**src/rtl/round_seq_pkg.sv**
```systemverilog
// Shared state encoding and counter-width helper for the round/step sequencer.
package round_seq_pkg;

  typedef enum logic [1:0] {
    IDLE = 2'd0,
    RUN  = 2'd1,
    DONE = 2'd2
  } seq_state_t;

  function automatic int cnt_w(input int mod);
    return $clog2(mod);
  endfunction

endpackage

```
**src/rtl/mod_counter.sv**
```systemverilog
// Modulo-MOD counter with synchronous clear/load; wraps at MOD-1 going up, at 0 going down.
// One-cycle update latency; tc is combinational from the count and direction, no backpressure.
module mod_counter
  import round_seq_pkg::*;
#(
  parameter int  MOD = 4,
  localparam int W   = cnt_w(MOD)
) (
  input  logic         CLK,
  input  logic         RESET,
  input  logic         clr,
  input  logic         en,
  input  logic         down,
  input  logic [W-1:0] load_val,
  input  logic         load,
  output logic [W-1:0] cnt,
  output logic         tc
);

  localparam logic [W-1:0] LAST = W'(MOD - 1);

  logic [W-1:0] cnt_q, cnt_d;

  // clr beats load beats en
  always_comb begin
    cnt_d = cnt_q;
    if (clr) begin
      cnt_d = '0;
    end else if (load) begin
      cnt_d = load_val;
    end else if (en) begin
      if (down) begin
        cnt_d = (cnt_q == '0) ? LAST : cnt_q - W'(1);
      end else begin
        cnt_d = (cnt_q == LAST) ? '0 : cnt_q + W'(1);
      end
    end
  end

  always_ff @(posedge CLK or posedge RESET) begin
    if (RESET) begin
      cnt_q <= '0;
    end else begin
      cnt_q <= cnt_d;
    end
  end

  assign cnt = cnt_q;
  assign tc  = down ? (cnt_q == '0) : (cnt_q == LAST);

endmodule

```
**src/rtl/round_step_sequencer.sv**
```systemverilog
// Inner step counter nested in an outer round counter with start/abort, busy/done and step_tc.
// Run spans INNER_MOD*OUTER_MOD busy cycles then a 1-cycle done; no backpressure. ROUND_SEQ_REVERSE_EN adds dir_down.
module round_step_sequencer
  import round_seq_pkg::*;
#(
  parameter int  INNER_MOD = 4,
  parameter int  OUTER_MOD = 10,
  localparam int IW        = cnt_w(INNER_MOD),
  localparam int OW        = cnt_w(OUTER_MOD)
) (
  input  logic          CLK,
  input  logic          RESET,
  input  logic          start,
  input  logic          abort,
`ifdef ROUND_SEQ_REVERSE_EN
  input  logic          dir_down,
`endif
  output logic [IW-1:0] inner_cnt,
  output logic [OW-1:0] outer_cnt,
  output logic          busy,
  output logic          step_tc,
  output logic          done
);

  localparam logic [OW-1:0] OUTER_LAST = OW'(OUTER_MOD - 1);

  seq_state_t    state_q, state_d;
  logic          dir_q, dir_d;
  logic          start_dir;
  logic          in_clr, in_en, in_tc;
  logic          out_clr, out_en, out_load, out_tc;
  logic [OW-1:0] out_load_val;
  logic [IW-1:0] in_cnt;
  logic [OW-1:0] out_cnt;

`ifdef ROUND_SEQ_REVERSE_EN
  assign start_dir = dir_down;
`else
  assign start_dir = 1'b0;
`endif

  // Direction is latched on the start edge so mid-run dir_down changes are ignored.
  always_comb begin
    state_d      = state_q;
    dir_d        = dir_q;
    in_clr       = 1'b0;
    in_en        = 1'b0;
    out_clr      = 1'b0;
    out_en       = 1'b0;
    out_load     = 1'b0;
    out_load_val = '0;
    if (abort) begin
      state_d = IDLE;
      in_clr  = 1'b1;
      out_clr = 1'b1;
    end else begin
      case (state_q)
        IDLE, DONE: begin
          if (start) begin
            state_d      = RUN;
            dir_d        = start_dir;
            in_clr       = 1'b1;
            out_load     = 1'b1;
            out_load_val = start_dir ? OUTER_LAST : '0;
          end else if (state_q == DONE) begin
            state_d = IDLE;
          end
        end
        RUN: begin
          if (in_tc && out_tc) begin
            state_d      = DONE;
            in_clr       = 1'b1;
            out_load     = 1'b1;
            out_load_val = dir_q ? OUTER_LAST : '0;
          end else begin
            in_en  = 1'b1;
            out_en = in_tc;
          end
        end
        default: state_d = IDLE;
      endcase
    end
  end

  always_ff @(posedge CLK or posedge RESET) begin
    if (RESET) begin
      state_q <= IDLE;
      dir_q   <= 1'b0;
    end else begin
      state_q <= state_d;
      dir_q   <= dir_d;
    end
  end

  mod_counter #(.MOD(INNER_MOD)) u_inner (
    .CLK      (CLK),
    .RESET    (RESET),
    .clr      (in_clr),
    .en       (in_en),
    .down     (1'b0),
    .load_val ('0),
    .load     (1'b0),
    .cnt      (in_cnt),
    .tc       (in_tc)
  );

  mod_counter #(.MOD(OUTER_MOD)) u_outer (
    .CLK      (CLK),
    .RESET    (RESET),
    .clr      (out_clr),
    .en       (out_en),
    .down     (dir_q),
    .load_val (out_load_val),
    .load     (out_load),
    .cnt      (out_cnt),
    .tc       (out_tc)
  );

  assign inner_cnt = in_cnt;
  assign outer_cnt = out_cnt;
  assign busy      = (state_q == RUN);
  assign done      = (state_q == DONE);
  assign step_tc   = (state_q == RUN) && in_tc;

endmodule

```
**config.mk**
```make
export PLATFORM = sky130hd
export DESIGN_NAME = round_step_sequencer
export DESIGN_NICKNAME = d
export VERILOG_FILES = /design/src/rtl/round_seq_pkg.sv /design/src/rtl/mod_counter.sv /design/src/rtl/round_step_sequencer.sv
export SDC_FILE = /design/constraint.sdc
export NUM_CORES = 1
export LEC_CHECK = 0
export BUFFER_PORTS_ARGS = -buffer_cell sky130_fd_sc_hd__buf_4
export CORE_MARGIN = 3
export CORE_UTILIZATION = 40
export CTS_CLUSTER_SIZE = 16
export DETAILED_ROUTE_END_ITERATION = 7
export GPL_ROUTABILITY_DRIVEN = 0
export SETUP_SLACK_MARGIN = 0.2
export SYNTH_ARGS = -nofsm -noshare
export SYNTH_HDL_FRONTEND = slang
export SYNTH_HIERARCHICAL = 1
export SYNTH_SLANG_ARGS = --single-unit
```
**constraint.sdc**
```tcl
create_clock -name CLK -period 2.3 [get_ports CLK]
set_input_delay 0.69 -clock CLK [delete_from_list [all_inputs] [get_ports CLK]]
set_output_delay 0.69 -clock CLK [all_outputs]
set_load 0.1 [all_outputs]
```
Word-level counts from Yosys, hierarchy flattened

Cells that the tools add are included.

Input port bits: 4
Logic and storage cells: 42
Output and inout bits: 9
Bits in registers: 8

Add/subtract/negate cells: 2
Eq/ne operators: 6
Reduce and logical (&&, ||, !) cells: 7
Muxes and demuxes: 24

Operators by type and width:

| cell                                                                    | count |
|---|---|
| 4-bit two-way mux                                                       | 4 |
| 2-bit two-way mux                                                       | 7 |
| 1-bit two-way mux                                                       | 11 |
| 4-bit by 1-bit adder with 4-bit output, second input constant           | 1 |
| 2-bit == test, second input constant                                    | 2 |
| 4-bit == test, second input constant                                    | 1 |
| 4-bit inequality test, second input constant                            | 1 |
| 2-bit case mux with 2 select lines                                      | 1 |
| 3-bit by 2-bit inequality test with 1-bit output, second input constant | 1 |
| 3-bit nonzero test                                                      | 1 |
| 2-bit by 1-bit adder with 2-bit output, second input constant           | 1 |
| 2-bit by 1-bit == test with 1-bit output, second input constant         | 1 |
| 1-bit logical AND                                                       | 2 |
| 2-bit zero test                                                         | 1 |
| 1-bit case mux with 2 select lines                                      | 1 |
| 2-bit AND reduction                                                     | 1 |
| 2-bit nonzero test                                                      | 1 |
| 2-bit OR reduction                                                      | 1 |

Longest topological paths before layout

Word-level depth: 8
Depth in mapped cells: 12
Mapped depth without buffers: 11

Modules after synthesis

The synthesis kept the hierarchy.

By module, submodules not included:

| module                | seq. area each (µm²) | area an instance (µm²) | instances | cells each |
|---|---|---|---|---|
| mod_counter (u_outer) | 100.1                | 406.6                  | 1         | 50 |
| round_step_sequencer  | 50.0                 | 170.2                  | 1         | 18 |
| mod_counter (u_inner) | 50.0                 | 160.2                  | 1         | 19 |

Worst setup path before layout

Ideal clock, no wire load.

Path type: register to output
Start: register u_inner.cnt_q[1] (netlist: u_inner/cnt[1])
End: output port step_tc
Arrival time: 2184 ps
Path slack: -574 ps
Data required time: 1610 ps
Stages on the path, launching flop included: 5
Buffers on the path: 0
Cells stage by stage: dfrtp_1 > ha_1 > nand2b_1 > nand2_1 > and2_1

Longest elaborated chain between the ends: 2

Ends and longest elaborated chain:

| what                     | line                        | RTL |
|---|---|---|
| start: declaration       | mod_counter.sv:22           | `logic [W-1:0] cnt_q, cnt_d;` |
| start signal: assignment | mod_counter.sv:44           | `cnt_q <= cnt_d;` |
| 2-bit == test            | mod_counter.sv:49           | `assign tc = down ? (cnt_q == '0) : (cnt_q == LAST);` |
| net in_tc                | round_step_sequencer.sv:30  | `logic in_clr, in_en, in_tc;` |
| 1-bit logical AND        | round_step_sequencer.sv:123 | `assign step_tc = (state_q == RUN) && in_tc;` |
| end: declaration         | round_step_sequencer.sv:21  | `output logic step_tc,` |

The timed path passes the listed nets, and every way through them passes these cells.

Worst setup path after layout

Start: register u_outer.cnt_q[0] (netlist: u_outer/cnt[0])
End: register u_outer.cnt_q[0] (netlist: u_outer/cnt[0])

Elaborated cells on any way between the ends: 14
Those cells by class: 1 x add/sub; 1 x eq/ne; 10 x mux; 2 x reduce/logical

RTL lines:

| what                                | line                       | RTL |
|---|---|---|
| start: declaration                  | mod_counter.sv:22          |  |
| start signal: assignment            | mod_counter.sv:44          |  |
| 4-bit == test                       | mod_counter.sv:49          |  |
| net out_tc                          | round_step_sequencer.sv:31 | `logic out_clr, out_en, out_load, out_tc;` |
| 1-bit logical AND                   | round_step_sequencer.sv:70 | `if (in_tc && out_tc) begin` |
| 1-bit two-way mux                   | round_step_sequencer.sv:70 |  |
| 1-bit two-way mux                   | round_step_sequencer.sv:57 | `case (state_q)` |
| 1-bit two-way mux                   | round_step_sequencer.sv:52 | `if (abort) begin` |
| net out_en                          | round_step_sequencer.sv:31 |  |
| 3-bit nonzero test (no source line) | --                         |  |

The timed path passes the listed nets, and every way through them passes these cells. The select of a mux whose other input is x is not followed.
A chain may end at the register's enable or synchronous reset.

==> reports/summary.txt <==
status - completed
Post-Synthesis Cells - 87
critical-path cell list - ha_4 -> nand2_2 -> nor2_1 -> a21oi_1 -> nor2_2 -> nor4b_4 -> buf_4 -> xnor2_2 -> nor2_1 -> a21oi_1 -> nor2_1
final WL - 1820 µm
drt first-iter violations - 13
Buf/Inv on CP - 1
All-Layer GR Usage - 0.155
die area - 0.00239 mm²
TritonRoute pass-1 iters - 4
NumNets Final - 141
Port-buffer cells - 12
unrepaired setup endpoints after global routing - true
Worst Path Arrival - 2200 ps
CP max stage delay - 500 ps
synthesized area per cell - 8.47 µm²
chip height - 48.9 µm
Power Density - 487 mW/mm²
sinks on the clock net - 8
Num CTS Buffers - 3
Reg clk slew, reported paths - 60 ps
Vias/cell - 4.52
die outline width - 48.9 µm
vias in the first global route - 609
Psw - 0.229 mW
core area - 0.00161 mm²
largest net degree at the start of global routing - 11
slowest CP cell - dfrtp_4
period utilization - 0.889
DRC errors left - 0
CP dominant cell by count - nor2_1
row cnt - 14
total negative slack - 0 ps
CP Max Fanout - 5
share of post-route cells with drive strength above 1 - 0.397
synthesized area - 737 µm²
top cells by area, synth - dfrtp_1 (27%), ha_1 (8.5%), inv_1 (5.6%), a21oi_1 (4.8%), nor2b_1 (4.2%)
sequential-to-total area share from yosys stat - 0.272
switching share of power - 0.429
Critical Path Source Type - register
global-route wire length before repair - 2840 µm
max-cap viol count - 0
total grt overflow - 0
Clk pwr share - 0.228
Peak Freq - 0.489 GHz
vias - 700
Pleak - 0.520 nW
clock insertion delay at the later pin of the skew report - 260 ps
Crit Path Category - reg2reg
CP endpoint kind - register
final hold violation count - 0
CTS tree - built
Req. time, crit path - 2450 ps
Clk Tree Root Cell - clkbuf_4
initial antenna violation count - 0
post-place instance area - 986 µm²
clock tree buffer depth - 2
Ys Warns - 6
share of power burned in registers - 0.310
I/O pins - 13
DRT antenna net count - 0
Hold/Removal Path Class - in2async
Final Setup Violations - 0
Max VDD drop - 393 µV
cell taking the most area after synthesis - dfrtp_1
Antenna diodes - 0
CTS HTree Levels - 1
starting density of the core - 0.457
synth unique cells - 35
Final Max Tran Viols - 0
family with the most delay on the worst path - simple AND/OR/NAND/NOR gates
Pint - 0.305 mW
register bit count reported by yosys - 8
Comb pwr share - 0.462
Design Area, Final - 0.00110 mm²
Min Clock Period, post-route - 2040 ps
Area Growth Syn to Fin - 49.1%
Synth top area share - 0.272
filler cell count - 133
dpl hpwl - 1300 µm
hold_ws - 289 ps
per-cell routed wire length - 11.7 µm
Clock Skew - 7.29 ps
[placed cells by master (no fill, tap or decap), types with 2 or more instances in the layout]
master     n
nand2b_4   2
o31ai_1    2
a21oi_1    7
clkbuf_4   3
nand2b_1   2
conb_1    20
dfrtp_2    4
ha_1       3
nand2_2    2
nor2b_1    3
inv_1     10
nand2_1    3
nor2_2     2
o311ai_1   2
dfrtp_4    2
dfrtp_1    2
nor2_1     7
nor2b_2    2
buf_4     22
nor3_1     3
[cell families after synthesis]
group	after synthesis	share of synthesized area
AO/OA/AOI/OAI	23	0.248
XOR/XNOR	2	0.0238
adder cells (fa/ha/maj)	5	0.0849
buffers and inverters	14	0.0849
flip-flops	8	0.272
other	1	0.00509
AND/OR/NAND/NOR	34	0.282
[final cells by class]
type / instances / area (µm²) / share of cell area
sequential: 8 / 213 / 0.194
clock buffer: 4 / 26.3 / 0.0239
tap: 24 / 30.0 / 0.0273
timing repair buffer: 23 / 185 / 0.169
multi-input combinational: 84 / 597 / 0.543
inverter: 12 / 47.5 / 0.0433
[flip-flops by register name, indices dropped and copies added (netlist names)]
register / cells
state_q: 2
u_inner/cnt: 2
u_outer/cnt: 4
[power by group through the flow]
| stage | registers, mW | logic (mW) | clock network [mW] |
|---|---|---|---|
| floorplan | 0.223 | 0.124 | 0 |
| global placement | 0.170 | 0.222 | 0 |
| detailed placement | 0.170 | 0.223 | 0 |
| CTS | 0.167 | 0.234 | 0.128 |
| global route | 0.167 | 0.265 | 0.139 |
| finish | 0.166 | 0.247 | 0.122 |
[Yosys cell counts]
library cell  number
inv_1             11
dfrtp_1            8
nor2_1             8
a21oi_1            7
ha_1               5
nand2_1            5
nor2b_1            5
nor3_1             3
and2_1             2
nand2b_1           2
nand2b_4           2
nor3b_1            2
o21ai_0            2
o311ai_1           2
o31ai_1            2
xnor2_1            2
a211o_1            1
a21o_1             1
a21oi_2            1
a221oi_1           1
a221oi_2           1
a22o_1             1
a31oi_1            1
a31oi_4            1
and2b_1            1
and3_4             1
buf_6              1
clkbuf_1           1
conb_1             1
inv_4              1
nand3_1            1
nor2_2             1
nor4b_2            1
o21ba_1            1
o32a_1             1
[metal layers]
layer  global-route usage  routed length (µm)
met1                0.216                 887
met2                0.238                 854
met3               0.0550                  70
met4               0.0142                   8
met5                    0                   0
[metrics by stage]
stage,setup WS [ps],total power [mW],util,instances
global placement,214,0.392,0.612,144
CTS,212,0.529,0.655,151
detailed placement,180,0.393,0.612,144
finish,255,0.535,0.682,155
floorplan,3.05,0.347,-,106
global route,108,0.571,0.682,155
[path summary, 6_finish.rpt]
| kind | from | endpoint | slack [ps] | cells after the start |
|---|---|---|---|---|
| min in group CLK | state_q[1]$_DFFE_PP0P_ | state_q[1]$_DFFE_PP0P_ | 610 | 2 |
| hold reg to reg | state_q[1]$_DFFE_PP0P_ | state_q[1]$_DFFE_PP0P_ | 610 | 2 |
| hold / removal | RESET | state_q[0]$_DFFE_PP0P_ | 290 | 2 |
| setup reg to reg | u_outer/cnt[0]$_DFFE_PP0P_ | u_outer/cnt[0]$_DFFE_PP0P_ | 260 | 11 |
| setup / recovery | u_outer/cnt[0]$_DFFE_PP0P_ | u_outer/cnt[0]$_DFFE_PP0P_ | 260 | 11 |
| max in group asynchronous | RESET | u_outer/cnt[1]$_DFFE_PP0P_ | 1730 | 2 |
[timing repair]
item | 4_1_cts | 5_1_grt
pin swaps | 2 | 7
buffers inserted | 3 | 4
hold buffers | 0 | 0
cloned | 0 | 0
endpoints found under the setup margin | 5 | 7
resized for setup | 5 | 4
No activity file was read; power rests on OpenSTA's default activity.
